$ cat src/rtl/mealy_seq_gen.sv
// Serial pattern generator: shifts a latched PATTERN_W-bit word out MSB first,
// repeated a latched number of times, with optional idle gaps between repetitions.
module mealy_seq_gen #(
   parameter int PATTERN_W  = 4,
   parameter int CNT_W      = 8,
   parameter int GAP_CYCLES = 0
) (
   input  logic                 clk_i,
   input  logic                 rst_i,
   input  logic                 start_i,
   input  logic [PATTERN_W-1:0] pattern_i,
   input  logic [CNT_W-1:0]     repeat_i,
   input  logic                 hold_i,
   output logic                 bit_o,
   output logic                 valid_o,
   output logic                 last_o,
   output logic                 busy_o,
   output logic                 done_o
);

   localparam int IDX_W = $clog2(PATTERN_W);
   localparam int GAP_W = (GAP_CYCLES > 2) ? $clog2(GAP_CYCLES) : 1;
   localparam logic [IDX_W-1:0] IDX_TOP = IDX_W'(PATTERN_W - 1);
   localparam logic [GAP_W-1:0] GAP_TOP = GAP_W'((GAP_CYCLES > 0) ? GAP_CYCLES - 1 : 0);

   typedef enum logic [1:0] {S_IDLE, S_SEND, S_GAP, S_DONE} state_t;

   state_t               state_q, state_d;
   logic [PATTERN_W-1:0] pat_q, pat_d;
   logic [CNT_W-1:0]     reps_q, reps_d;
   logic [IDX_W-1:0]     idx_q, idx_d;
   logic [GAP_W-1:0]     gap_q, gap_d;

   always_ff @(posedge clk_i) begin
      if (rst_i) begin
         state_q <= S_IDLE;
         pat_q   <= '0;
         reps_q  <= '0;
         idx_q   <= '0;
         gap_q   <= '0;
      end else begin
         state_q <= state_d;
         pat_q   <= pat_d;
         reps_q  <= reps_d;
         idx_q   <= idx_d;
         gap_q   <= gap_d;
      end
   end

   always_comb begin
      state_d = state_q;
      pat_d   = pat_q;
      reps_d  = reps_q;
      idx_d   = idx_q;
      gap_d   = gap_q;
      case (state_q)
         S_IDLE: begin
            if (start_i) begin
               if (repeat_i != '0) begin
                  pat_d   = pattern_i;
                  reps_d  = repeat_i;
                  idx_d   = IDX_TOP;
                  state_d = S_SEND;
               end else begin
                  state_d = S_DONE;
               end
            end
         end
         S_SEND: begin
            if (!hold_i) begin
               if (idx_q != '0) begin
                  idx_d = idx_q - IDX_W'(1);
               end else if (reps_q != CNT_W'(1)) begin
                  // reps_q counts remaining repetitions including the current one
                  reps_d = reps_q - CNT_W'(1);
                  idx_d  = IDX_TOP;
                  if (GAP_CYCLES > 0) begin
                     state_d = S_GAP;
                     gap_d   = GAP_TOP;
                  end
               end else begin
                  state_d = S_DONE;
               end
            end
         end
         S_GAP: begin
            if (gap_q == '0) state_d = S_SEND;
            else             gap_d   = gap_q - GAP_W'(1);
         end
         S_DONE:  state_d = S_IDLE;
         default: state_d = S_IDLE;
      endcase
   end

   // valid_o and last_o follow hold_i combinationally while sending
   always_comb begin
      bit_o   = (state_q == S_SEND) & pat_q[idx_q];
      valid_o = (state_q == S_SEND) & ~hold_i;
      last_o  = (state_q == S_SEND) & ~hold_i & (idx_q == '0);
      busy_o  = (state_q == S_SEND) | (state_q == S_GAP);
      done_o  = (state_q == S_DONE);
   end

endmodule

$ cat config.mk
export PLATFORM = sky130hd
export DESIGN_NAME = mealy_seq_gen
export DESIGN_NICKNAME = d
export VERILOG_FILES = /design/src/rtl/mealy_seq_gen.sv
export SDC_FILE = /design/constraint.sdc
export NUM_CORES = 1
export LEC_CHECK = 0
export CAP_MARGIN = 40
export CORE_UTILIZATION = 54
export CTS_BUF_LIST = sky130_fd_sc_hd__clkbuf_16
export CTS_CLUSTER_SIZE = 12
export DETAILED_ROUTE_END_ITERATION = 10
export PLACE_DENSITY = 0.83
export REMOVE_ABC_BUFFERS = 1
export SLEW_MARGIN = 40
export SYNTH_ARGS = -nofsm -noshare
export SYNTH_HDL_FRONTEND = slang
export SYNTH_SLANG_ARGS = --single-unit
$ cat constraint.sdc
create_clock -name clk_i -period 4.3 [get_ports clk_i]
set_clock_uncertainty 0.05 [all_clocks]
set_input_delay 0.86 -clock clk_i [delete_from_list [all_inputs] [get_ports clk_i]]
set_output_delay 0.86 -clock clk_i [all_outputs]
set_load 0.02 [all_outputs]
Word level (Yosys, flattened, before mapping)
Cells that the tools add are included.
{"block": "totals", "regBits": 17, "in_bits": 16, "out_inout_bits": 5}
{"block": "classes", "addsub": 3, "n_lt_le_gt_ge": 1, "eq_ne": 12, "muxes": 22, "bitwise_logic": 5, "reduce_logical": 9}
{"operator": "8-bit two-way mux", "n": 5}
{"operator": "2-bit two-way mux", "n": 11}
{"operator": "8-bit case mux with 2 select lines", "n": 1}
{"operator": "2-bit != test, second input constant", "n": 7}
{"operator": "5-bit AND reduction", "n": 2}
{"operator": "8-bit by 1-bit != test with 1-bit output, second input constant", "n": 1}
{"operator": "2-bit case mux with 4 select lines", "n": 1}
{"operator": "8-bit nonzero test", "n": 1}
{"operator": "8-bit by 1-bit subtractor with 8-bit output, second input constant", "n": 1}
{"operator": "6-bit AND reduction", "n": 1}
{"operator": "2-bit == test, second input constant", "n": 2}
{"operator": "2-bit logical NOT", "n": 2}
{"operator": "2-bit case mux with 2 select lines", "n": 1}
{"operator": "2-bit nonzero test", "n": 2}
{"operator": "1-bit bitwise AND", "n": 3}
{"operator": "2-bit by 3-bit < comparator with 1-bit output, second input constant", "n": 1}
{"operator": "3-bit != test, second input constant", "n": 1}
{"operator": "3-bit AND reduction", "n": 1}
{"operator": "1-bit binary-select mux with 2-bit select", "n": 1}
{"operator": "2-bit by 1-bit == test with 1-bit output, second input constant", "n": 1}
{"operator": "1-bit two-way mux", "n": 2}
{"operator": "2-bit by 1-bit subtractor with 2-bit output, second input constant", "n": 1}
{"operator": "1-bit NOT", "n": 1}
{"operator": "1-bit bitwise OR", "n": 1}
{"operator": "1-bit subtractor, second input constant", "n": 1}

Longest topological paths before layout
{"block": "depth", "ltp_word": 5, "ltp_mapped": 7, "mapped_depth_nobuf": 6}

Least setup slack after synthesis
No wires, ideal clock.
{"block": "synth_timing", "path_type": "register to output", "start": "register state_q[1]", "end": "output valid_o", "t_arrival_ps": 1276, "setup_slack_ps": 2114, "path_stages_with_launch": 6, "n_path_buf": 1, "cell_sequence": "dfxtp_1 inv_1 ha_1 inv_1 clkbuf_1 nor2_1"}
{"block": "synth_via", "elab_chain_cells": 2}
{"element": "from (decl)", "line": "28", "rtl": "state_t state_q, state_d;"}
{"element": "from (signal assigned)", "line": "42", "rtl": "state_q <= state_d;"}
{"element": "2-bit by 1-bit == test with 1-bit output", "line": "98", "rtl": "valid_o = (state_q == S_SEND) & ~hold_i;"}
{"element": "1-bit bitwise AND", "line": "98"}
{"element": "to (decl)", "line": "15", "rtl": "output logic valid_o,"}
Every way passes these cells.

Final worst setup path
Same ends and word-level chain as after synthesis.

==> results.txt <==
The most frequent cell on the critical path is inv_1. The kind of start point of the critical path is a flip-flop. Buffers inserted to repair hold after CTS numbered 0.

After legalization and detailed placement, the total HPWL measured 1.80 mm. The path with the worst hold slack has its endpoint at pat_q[3]. The maximum ir drop on the vdd rail is slightly above 0.0005 V. The relative slew slack came out at 0.466. The later pin in the worst-skew pair is clocked with a latency of 240 ps. The number of setup buffers added after CTS came out at 0. The number of global-route vias before repair is just over 900. The final core utilization is 0.751.

The row count is 15. The antenna diode count came out at 0. The post-synthesis average cell area is 8.57 µm². Dividing the detail-routed wire length by the instance count gives 15.5 µm.

The register bit total from synthesis came out at 16. The endpoint identified for the worst register-to-register timing path is reps_q[0]. The worst-path maximum fanout is 17.

The horizontal extent of the die is about 46 µm. The number of inserted filler cells in the final layout came out at roughly 140. The power density over the cells came out at 675 mW/mm². The footprint of the multi-input gates came out at 674 µm².

The final hold violation count came out at 0. The longest individual stage delay on the worst path came out at between 600 and 700 ps. Walking the worst path, the cells encountered are inv_1, ha_1, inv_1, nor2_1, clkdlybuf4s50_1.

The transition at the pin with the smallest max-transition slack is 794 ps. In this run the number of H-tree levels came out at 1. The final total negative setup slack is 0 ps.

Of the cells placed in the final design, the portion with a size suffix greater than 1 is 0.0426. The run finished with clean final reports. Entering global routing, the biggest net connects 20 pins. The initial antenna violation count is 0. The number of max-capacitance violations reported is 0. The type of the tightest min-delay check is reg -> reg. Registers take between 300 and 400 µm². The source of the critical timing path is state_q[1]. The launch point of the worst hold path is pat_q[3]. The final-stage net count came out at about 170. Ranked by total cell area, the synthesized netlist is headed by dfxtp_1 30%, ha_1 9.5%, a21oi_1 5.2%, nor2_1 5.0%, o31ai_1 5.0%. The Yosys warning count came out at 0. The clock buffer count from CTS came out at 3.

The number of cells traversed by the worst hold path is 2. The global-route wire length before repair came out at 4.15 mm. The share of the clock period used by the worst path is 0.758.

The routability congestion estimate from global placement is a little over 0.8. Measured along the y axis, the die boundary spans about 46 µm. The area share of the largest cell type after synthesis came out at 0.304. The total count of max-transition violations in the final report came to 0. The routed via count came out at roughly 1000. Dividing the detail-routed via count by the number of cells gives 6.30. TritonCTS built the clock tree.

The remaining antenna violation count is 0. The area enclosed by the die boundary is approximately 0.0021 mm². The startpoint identified for the worst register-to-register timing path is state_q[1]. The detailed-route wire length came out at 2.57 mm.

The count of cell types in the netlist came out at 31. The fraction of the yosys area taken by sequential cells is 0.304. The leakage power is between 0.5 and 0.6 nW.

After clock tree synthesis, the clock-pin slew on the worst setup and hold paths is 50 ps. The number of iterations in the first detailed-routing pass came out at 4. The synthesized netlist occupies a cell area of ~0.0011 mm². The highest attainable clock frequency is about 0.3 GHz. The total of buffers placed on input and output ports is 20.

In the global route stage, overall resource usage came out at 0.272. For this configuration, the core starts out at a cell density of 0.591. Overall power consumption after layout is estimated at 903 µW. The maximum buffer depth of the clock tree came out at 2.

The total of cells resized after clock tree synthesis is 0. The worst endpoint required time came out at ~3400 ps. The total of endpoints with negative setup slack in the final report is 0.

Subtracting the final worst setup slack from the clock period gives between 3000 and 4000 ps. The cell type with the largest total area after synthesis is dfxtp_1. The count of routing violations after the opening detailed-route iteration is 38. The critical path arrival came out at 2350 ps. The setup path with the least slack is of type reg -> out.

Global routing finished with a remaining overflow of 0. The slack of the worst reg-to-reg path came out at 1760 ps. The synthesized instance count is 123. The root buffer cell chosen for the clock tree is clkbuf_16.

The top-level I/O count is 21. The TritonCTS sink count is 16. Setup repair after global routing left no endpoint under its margin. The depth of the worst register-to-register path came out at 6.

The post-detailed-route DRC marker count came out at 0. The kind of end point of the critical path is an output pin. The area growth from synthesis to layout is 27.1%. The area of the core is about 0.0018 mm². The slowest library cell on the worst path is clkdlybuf4s50_1.
[metrics by stage]
stage / hold WS (ps) / cell area [µm²] / cells / worst slack, ps
5_1_grt: 474 / 1340 / 166 / 824
3_5_place_dp: 433 / 1260 / 163 / 1260
6_report: 443 / 1340 / 166 / 1040
3_3_place_gp: 422 / 1260 / 163 / 1240
4_1_cts: 444 / 1340 / 166 / 1030
2_1_floorplan: 405 / 1030 / 118 / 2040
[worst max-delay path: cells and delay by family, from the launching register on]
kind,cells,cell delay (ps)
flops,1,320
simple gates,1,180
fa+ha+maj,1,500
buf+inv,3,1100
[kinds of logic (layout without fill, tap and decap cells)]
logic type / Yosys count / in the layout / synth area share
flip-flops: 16 / 16 / 0.304
AO/OA/AOI/OAI: 39 / 39 / 0.270
AND/OR/NAND/NOR: 40 / 40 / 0.216
adder cells (fa/ha/maj): 8 / 8 / 0.0950
buffers and inverters: 15 / 33 / 0.0558
multiplexers: 5 / 5 / 0.0594
[metal layers]
metal	vias to the layer above	part of all wire	global-route usage
met4	0	0.0043	0.0824
met5	-	0	0
met1	487	0.42	0.348
met3	2	0.080	0.0745
li1	512	-	-
met2	44	0.49	0.439
[cell type report]
cell class                      instances  share of cell area
Tap cell                               25              0.0234
Timing Repair Buffer                   20               0.150
Multi-Input combinational cell         92               0.504
Sequential cell                        16               0.239
Clock buffer                            3              0.0561
Inverter                               10              0.0280
[state kept, by name, summed over array words and instances (netlist names)]
| register | flops |
|---|---|
| pat_q | 4 |
| state_q | 2 |
| reps_q | 8 |
| idx_q | 2 |
[placed cells by master (no fill, tap or decap), drive strengths merged]
master / synthesis / final
o21ai: 1 / 1
o41ai: 2 / 2
a21oi: 11 / 11
a2111oi: 1 / 1
clkdlybuf4s50: 0 / 20
o211ai: 1 / 1
or4b: 1 / 1
a211oi: 1 / 1
and3: 4 / 4
mux2i: 4 / 4
ha: 8 / 8
dfxtp: 16 / 16
inv: 10 / 10
o311ai: 6 / 6
nor3: 3 / 3
nor2: 14 / 14
nor4: 4 / 4
o31ai: 7 / 7
a31oi: 3 / 3
nor2b: 4 / 4
nand2: 1 / 1
and2: 3 / 3
or4: 3 / 3
clkbuf: 3 / 3
a311oi: 3 / 3
nor4bb: 2 / 2
a211o: 1 / 1
nand2b: 1 / 1
a311o: 2 / 2
mux4: 1 / 1
[Yosys cell counts]
cell and count:
a21oi_1 11, a2111oi_0 1, nand2_1 1, clkbuf_1 3, a311oi_1 3, nor2b_1 4
a211o_1 1, nor4bb_1 2, a311o_1 2, mux2i_1 4, o211ai_1 1, mux4_2 1
a31oi_1 3, o311ai_0 6, nor4_1 4, o31ai_1 7, nor2_1 14, buf_2 2
and2_1 3, or4_4 1, and3_1 4, a211oi_1 1, ha_1 8, or4b_1 1
nand2b_1 1, o21ai_2 1, o41ai_1 2, inv_1 10, or4_1 2, dfxtp_1 16
nor3_1 3
[power breakdown]
group | switching, mW | leakage [nW] | total (mW) | internal [mW]
registers | 0.0585 | 0.132 | 0.259 | 0.201
logic | 0.273 | 0.352 | 0.470 | 0.197
clock network | 0.0522 | 0.0370 | 0.174 | 0.122
[worst max-delay path by stage]
stage	endpoint	slack, ps	cells past startpoint
floorplan	valid_o	2040	4
global placement	last_o	1240	4
detailed placement	last_o	1260	4
CTS	valid_o	1030	5
global route	valid_o	820	5
finish	valid_o	1040	5
(Power assumes the default switching activity.)
